`src/rtl/addsub_serial.sv`:
```
// Digit-serial adder/subtractor.
// Processes DIGIT bits per clock over WIDTH/DIGIT cycles, keeping the carry in
// a register between digits. Subtraction is A + ~B + ~borrow_in. Valid/ready
// handshakes on both the operand and result sides; one operation in flight.
module addsub_serial #(
  parameter int WIDTH = 16,
  parameter int DIGIT = 4
) (
  input  logic             clk,
  input  logic             rst_n,
  input  logic             in_valid,
  output logic             in_ready,
  input  logic [WIDTH-1:0] a,
  input  logic [WIDTH-1:0] b,
  input  logic             mode,
  input  logic             cin,
  output logic             out_valid,
  input  logic             out_ready,
  output logic [WIDTH-1:0] result,
  output logic             carry,
  output logic             overflow,
  output logic             zero,
  output logic             negative
);

  localparam int NDIG = WIDTH / DIGIT;
  localparam int CW   = (NDIG > 1) ? $clog2(NDIG) : 1;
  localparam logic [CW-1:0] LAST = CW'(NDIG - 1);

  // Reject parameter sets that cannot be split into whole digits.
  generate
    if (WIDTH < 2 || DIGIT < 1 || (WIDTH % DIGIT) != 0) begin : g_bad_params
      $error("addsub_serial: WIDTH must be >= 2 and a multiple of DIGIT");
    end
  endgenerate

  typedef enum logic [1:0] {
    IDLE = 2'd0,
    RUN  = 2'd1,
    DONE = 2'd2
  } state_t;

  state_t          state;
  logic [WIDTH-1:0] a_r;      // operand A as accepted
  logic [WIDTH-1:0] b_r;      // operand B, already inverted for subtract
  logic            cy_r;      // carry between digits
  logic [CW-1:0]   cnt;       // index of the digit being processed

  logic [DIGIT-1:0] dig_a;
  logic [DIGIT-1:0] dig_b;
  logic [DIGIT-1:0] dig_sum;
  logic             dig_cout;
  logic             dig_cmsb;  // carry into the top bit of this digit
  logic [WIDTH-1:0] next_result;
  logic             c;

  // Ripple-add the current digit and merge it into the partial result.
  always_comb begin
    // NOTE: every combinational output gets a default before the loop so no
    // path leaves a value unassigned and no latch is inferred.
    dig_a       = a_r[cnt*DIGIT +: DIGIT];
    dig_b       = b_r[cnt*DIGIT +: DIGIT];
    dig_sum     = '0;
    dig_cmsb    = cy_r;
    c           = cy_r;
    for (int i = 0; i < DIGIT; i++) begin
      dig_cmsb   = c;
      dig_sum[i] = dig_a[i] ^ dig_b[i] ^ c;
      c          = (dig_a[i] & dig_b[i]) | (c & (dig_a[i] ^ dig_b[i]));
    end
    dig_cout    = c;
    next_result = result;
    next_result[cnt*DIGIT +: DIGIT] = dig_sum;
  end

  // Control FSM with registered handshake outputs, datapath and flags.
  always_ff @(posedge clk or negedge rst_n) begin
    // NOTE: every register, datapath included, is reset so that the flags and
    // result never show X after reset release and an abandoned operation
    // leaves nothing behind.
    if (!rst_n) begin
      state     <= IDLE;
      in_ready  <= 1'b1;
      out_valid <= 1'b0;
      a_r       <= '0;
      b_r       <= '0;
      cy_r      <= 1'b0;
      cnt       <= '0;
      result    <= '0;
      carry     <= 1'b0;
      overflow  <= 1'b0;
      zero      <= 1'b0;
      negative  <= 1'b0;
    end else begin
      // NOTE: non-blocking assignments throughout, so every register samples
      // the values from before this edge regardless of statement order.
      case (state)
        IDLE: begin
          if (in_valid) begin
            a_r      <= a;
            b_r      <= b ^ {WIDTH{mode}};
            cy_r     <= mode ? ~cin : cin;
            result   <= '0;
            cnt      <= '0;
            in_ready <= 1'b0;
            state    <= RUN;
          end
        end
        RUN: begin
          result <= next_result;
          cy_r   <= dig_cout;
          if (cnt == LAST) begin
            cnt       <= '0;
            carry     <= dig_cout;
            overflow  <= dig_cout ^ dig_cmsb;
            zero      <= (next_result == '0);
            negative  <= next_result[WIDTH-1];
            out_valid <= 1'b1;
            state     <= DONE;
          end else begin
            cnt <= cnt + CW'(1);
          end
        end
        DONE: begin
          if (out_ready) begin
            out_valid <= 1'b0;
            in_ready  <= 1'b1;
            state     <= IDLE;
          end
        end
        default: begin
          out_valid <= 1'b0;
          in_ready  <= 1'b1;
          state     <= IDLE;
        end
      endcase
    end
  end

endmodule
```
`config.mk`:
```
export PLATFORM = sky130hd
export DESIGN_NAME = addsub_serial
export DESIGN_NICKNAME = d
export VERILOG_FILES = /design/src/rtl/addsub_serial.sv
export SDC_FILE = /design/constraint.sdc
export NUM_CORES = 1
export LEC_CHECK = 0
export ABC_AREA = 1
export CORE_ASPECT_RATIO = 1.4
export CORE_MARGIN = 8
export CORE_UTILIZATION = 52
export DETAILED_ROUTE_END_ITERATION = 7
export GPL_ROUTABILITY_DRIVEN = 0
export PLACE_DENSITY = 0.87
export SLEW_MARGIN = 15
export SYNTH_ARGS = -nofsm -noshare
export SYNTH_HDL_FRONTEND = slang
export SYNTH_SLANG_ARGS = --single-unit
export TNS_END_PERCENT = 30
```
`constraint.sdc`:
```
create_clock -name clk -period 4.6 [get_ports clk]
set_input_delay 1.38 -clock clk [delete_from_list [all_inputs] [get_ports clk]]
set_output_delay 1.38 -clock clk [all_outputs]
set_load 0.01 [all_outputs]
```
==> results of run 1 <==
==> cell usage after synthesis <==
cell type	instances	area share, %
o22ai_1	13	2.6
nand3b_1	1	0.24
nand2_2	1	0.20
nor3_1	3	0.49
buf_4	3	0.73
or2_2	1	0.20
buf_2	9	1.5
inv_2	5	0.61
nor2_1	31	3.8
a32o_1	6	1.9
nand2_1	116	14
o221ai_1	1	0.28
ha_1	6	2.4
a31oi_1	3	0.61
clkbuf_1	1	0.12
nand2_4	2	0.73
clkbuf_4	1	0.24
o21ai_1	4	0.65
dfstp_2	1	0.85
inv_1	30	3.6
nor2_8	1	0.65
a21oi_1	8	1.3
o21ai_0	21	3.4
or2_1	1	0.20
a22o_1	7	2.0
fa_1	4	2.6
nor2_2	1	0.20
dfrtp_1	58	47
xnor2_1	18	5.1
nand3_1	10	1.6
==> metal layers <==
layer  up-vias  GRT usage (%)  part of all wire (%)
li1       1306              -                     -
met1      1270           19.5                    38
met2        84           32.4                    53
met3        31           3.94                   4.0
met4         0           11.0                   4.4
met5         -              0                     0
==> state kept, by name, indices dropped and copies added (netlist names), 2 cells and up <==
register,cells
result,16
b_r,16
state,2
cnt,2
a_r,16
==> final cells by class <==
cell class                      count  share of cell area [%]
Multi-Input combinational cell    259                    36.0
Clock inverter                      2                   0.257
Tap cell                           70                    2.25
Timing Repair Buffer               62                    15.6
Inverter                           35                    3.38
Clock buffer                       14                    4.44
Sequential cell                    59                    38.0
==> power groups by stage <==
stage               clock (mW)  sequential, mW  combinational [mW]
floorplan                    0           0.915                1.06
global placement             0           0.928                1.48
detailed placement           0           0.935                1.53
CTS                      0.439           0.930                1.55
global route             0.460           0.958                1.75
finish                   0.434           0.929                1.56
==> placed cells by master, fill, tap and decap left out, drive strengths merged <==
cell | Yosys | final
nand3 | 10 | 10
nor2 | 33 | 33
dfrtp | 58 | 58
clkdlybuf4s50 | 0 | 58
a21oi | 8 | 8
o21ai | 25 | 25
clkbuf | 2 | 14
or2 | 2 | 2
inv | 35 | 35
o221ai | 1 | 1
a32o | 6 | 6
a22o | 7 | 7
nand2 | 119 | 119
nor3 | 3 | 3
dfstp | 1 | 1
o22ai | 13 | 13
ha | 6 | 6
xnor2 | 18 | 18
fa | 4 | 4
buf | 12 | 4
a31oi | 3 | 3
nand3b | 1 | 1
clkinv | 0 | 2
==> how the worst max path moves through the flow <==
stage	slack (ps)	from	depth (start not counted)	end
finish	1080	cnt[0]	17	zero
global route	790	cnt[0]	17	zero
CTS	1110	cnt[0]	17	zero
detailed placement	1120	cnt[1]	17	zero
global placement	1250	cnt[1]	17	zero
floorplan	1280	cnt[0]	19	zero
==> critical path, delay by kind of cell (launching register included) <==
family          cells  cell delay (ps)
flops               1              480
buf+inv             3              420
compound gates      1              260
fa+ha+maj           4             1420
simple gates        9              810
==> metrics by stage <==
stage	hold WS (ps)	util, %
2_1_floorplan	444	-
3_3_place_gp	471	64.1
3_5_place_dp	469	64.1
4_1_cts	489	67.3
5_1_grt	513	67.3
6_report	486	67.3
==> cells by family after synthesis <==
kind of cell	synth area share (%)
buf+inv	6.81
simple gates	22.4
flops	47.9
xor+xnor	5.11
compound gates	12.8
fa+ha+maj	5.02
==> qor.txt, run 1 <==
sequential power share = 31.8%
Power Internal = 1.63 mW
drt total wl = 7.34 mm
Chip Height = 107 um
Worst EP required = 4840 ps
first-pass GRT wire length = 12.5 mm
CTS tree = built
pin count of the biggest net entering global routing = 37
Num CTS Buffers = 9
Gate power share = 53.3%
worst r2r dst = zero
post-synthesis sequential area ratio = 47.9%
Final Setup Violations = 0
# nets final = 474
TNS Setup = 0 ps
status = completed
startpoint types = flip-flop
setup bufs post-CTS = 0
Detailed Routing Iterations Pass 1 = 7
#FFs+latches synth = 59
Top-Level Pins = 60
H-tree levels = 3
YS warnings = 0
Hold Path Stages = 2
Hold-fix buffers, CTS = 0
DRT antenna net count = 0
gr ovfl total = 0
unrepaired setup endpoints after global routing = false
Diodes inserted = 0
reg-to-reg startpoint = cnt[0]
r2r setup slk = 1080 ps
worst setup path class = flip-flop to flip-flop
worst-margin pin slew = 885 ps
dpl ws = 1120 ps
Final Cell Area = 0.00389 mm^2
DRT iter0 DRCs = 155
placed cell count = 485
Clock Tree Root = clkbuf_8
worst-path fanout max = 21
mapped cell area = 0.00309 mm^2
Max Fclk = 284 MHz
CTS Sinks = 59
slowest CP cell = dfrtp_1
Power Dens Cells = 751 mW/mm^2
layout cells sized above 1 = 6.96%
Crit path largest cell delay = 480 ps
worst ir drop on vdd = 372 uV
Via Count = 2691
worst-path cell chain = inv_2 > nand2_1 > a32o_1 > fa_1 > inv_1 > fa_1 > inv_1 > fa_1 > fa_1 > nor2_1 > nand3_1 > nand2_1 > nor2_2 > nand2_1 > nor2_1 > nand3_1 > nand2_1
Clock Skews = 5.64 ps
Pleak = 1.86 nW
Syn-to-layout area delta = 25.9%
reg2reg path depth = 17
Core ar. = 0.00578 mm^2
clk buf depth = 2
Non-Filler Instances = 501
DRC = 0
drt wl/cell = 14.7 um
Mapped Cells = 367
min-delay src = b_r[10]
Cell variety after synth = 30
final setup margin = 1080 ps
Worst EP arrival = 3760 ps
clk slew on worst S/H paths = 60 ps
Pwr Total = 2.92 mW
Filler Cell Count = 481
syn_nets = 415
Starting Density = 53.4%
footprint of the multi-input gates = 0.00140 mm^2
Hold Path Class = flip-flop to flip-flop
initial antenna violation count = 0
Clk pwr share = 14.9%
Total Routing Usage GR = 18.5%
Die Wd = 81.1 um
vias in the first global route = 2780
Resized cells post-CTS = 0
dpl hpwl = 5.58 mm
worst hold endpoint = b_r[10]
switching power = 1.29 mW
clk_lat worst skew = 350 ps
Std-Cell Rows = 33
Final min period = 3520 ps
register area = 0.00148 mm^2
Slew Limit Fails = 0
crit share post-route = 76.4%
Area after DPL = 0.00370 mm^2
final hold violations = 0
Avg Inst Size Synth = 8.41 um^2
full die area = 0.00870 mm^2
max cap viols = 0
switching share of power = 44.2%
endpoint type of the worst setup path = flip-flop
relative slew slack = 40.8%
Vias/cell = 5.37
Port-buffer cells = 59
Power figures use the tool's default switching activity.
==> inputs of run 2 (changes only) <==
Clock period 4.6 ns to 3.3 ns, I/O delays scaled along.
==> run 2 against run 1 <==
  * Die area did not move
  * Count of clock-buffer cells in the layout fell by 3
  * Critical endpoint unchanged
  * Critical path type unchanged
  * Global-route usage rose by 0.35 points
  * Final cell count rose by 3.6%
  * Wire length is 8.8% higher
  * Clock skew rose by 1.9 ps
==> qor.txt, run 2 (same netlist as run 1, synthesis figures left out) <==
worst-path fanout max = 6
largest registers = a_r: 16 flops, b_r: 16 flops, result: 16 flops
layout cells sized above 1 = 13.1%
endpoint type of the worst setup path = flip-flop
Worst EP arrival = 3440 ps
final setup margin = 133 ps
Num CTS Buffers = 9
worst setup path start = cnt[0]
Std-Cell Rows = 33
DRT antenna net count = 0
# nets final = 492
clk buf depth = 2
clk slew on worst S/H paths = 70 ps
min-delay src = a_r[1]
Detailed Routing Iterations Pass 1 = 4
H-tree levels = 3
final hold violations = 0
gr ovfl total = 0
initial antenna violation count = 0
commonest non-fill, non-tap cell in the layout = nand2_1
Hold Path Class = flip-flop to flip-flop
unrepaired setup endpoints after global routing = true
Starting Density = 53.4%
Total Routing Usage GR = 18.8%
final core occ = 70.2%
drt wl/cell = 15.4 um
Pwr Total = 4.39 mW
DRT iter0 DRCs = 232
Syn-to-layout area delta = 31.4%
Slew Limit Fails = 0
relative slew slack = 51.2%
worst setup path class = flip-flop to flip-flop
reg-to-reg startpoint = cnt[0]
Hold-fix buffers, CTS = 0
Via Count = 2829
Clock Skews = 7.53 ps
Final Setup Violations = 0
Vias/cell = 5.45
Top-Level Pins = 60
status = completed
Final min period = 3170 ps
worst ir drop on vdd = 537 uV
startpoint types = flip-flop
Final Cell Area = 0.00406 mm^2
Chip Height = 107 um
DRC = 0
dpl hpwl = 5.74 mm
Port-buffer cells = 59
Die Wd = 81.1 um
dpl ws = 76.1 ps
max cap viols = 0
Max Fclk = 316 MHz
pin count of the biggest net entering global routing = 60
Core ar. = 0.00578 mm^2
worst-margin pin slew = 732 ps
Area after DPL = 0.00377 mm^2
first-pass GRT wire length = 12.8 mm
vias in the first global route = 2946
drt total wl = 7.99 mm
most frequent cells in the layout = nand2_1, clkdlybuf4s50_1, dfrtp_1, nor2_1, inv_1
Clock Tree Root = clkbuf_8
crit share post-route = 96.0%
full die area = 0.00870 mm^2
CTS tree = built
r2r setup slk = 130 ps
Worst EP required = 3570 ps
Pleak = 1.95 nW
Power Dens Cells = 1080 mW/mm^2
clk_lat worst skew = 330 ps
CTS Sinks = 59
Diodes inserted = 0
==> run 2: changes by cell type in the layout (fill, tap and decap cells not counted), sizes merged <==
cell / previous run / this run
buf: 4 / 21
bufinv: 0 / 1
clkbuf: 14 / 12
clkinv: 2 / 4
clkinvlp: 0 / 1
inv: 35 / 34
==> run 2: metrics by stage <==
stage,cells,setup TNS [ps],hold slack [ps]
3_3_place_gp,494,0,459
5_1_grt,519,-22.6,511
3_5_place_dp,494,0,461
2_1_floorplan,367,0,444
6_report,519,0,489
4_1_cts,510,0,489
==> run 2: per-layer routing <==
layer	up-vias	track usage (%)	part of all wire [%]
met1	1363	20.2	37
met2	103	32.0	53
met3	33	3.60	4.6
li1	1330	-	-
met5	-	0	0
met4	0	13.2	5.4
==> run 2: what timing repair did <==
item / CTS / global route
resized for setup: 0 / 13
endpoints found under the hold margin: 0 / 0
setup buffers: 0 / 9
endpoints found under the setup margin: 0 / 3
==> run 2: final cells by class <==
| class | count | area (um^2) |
|---|---|---|
| fill | 453 | 1720 |
| tap | 70 | 87.6 |
| multi-input combinational | 259 | 1410 |
| clock buffer | 11 | 141 |
| inverter | 35 | 136 |
| sequential | 59 | 1480 |
| timing repair buffer | 80 | 748 |
| clock inverter | 5 | 52.6 |
==> run 2: path summary, 6_finish.rpt <==
| kind | endpoint | depth (start not counted) |
|---|---|---|
| setup / recovery | zero | 17 |
| hold / removal | a_r[1] | 2 |
| max in group asynchronous | cnt[0] | 2 |
| setup reg to reg | zero | 17 |
| min in group asynchronous | a_r[4] | 2 |
| hold reg to reg | a_r[1] | 2 |
==> run 2: report_power, final <==
part | switching, mW | leakage (nW) | internal [mW]
sequential | 0.238 | 0.753 | 1.06
combinational | 1.40 | 1.10 | 1.05
clock | 0.283 | 0.0991 | 0.365
total | 1.92 | 1.95 | 2.47
==> run 2: worst max-delay path, cell delays in order (launching register included) <==
cell	delay (ps)
dfrtp_2	450
buf_6	120
a21oi_1	60
a32o_2	240
fa_2	350
inv_2	60
fa_2	180
inv_2	40
fa_2	370
fa_1	560
nor2_2	50
nand3_1	100
nand2_1	80
nor2_1	100
nand2_1	60
nor2_1	120
nand3_1	100
nand2_1	70
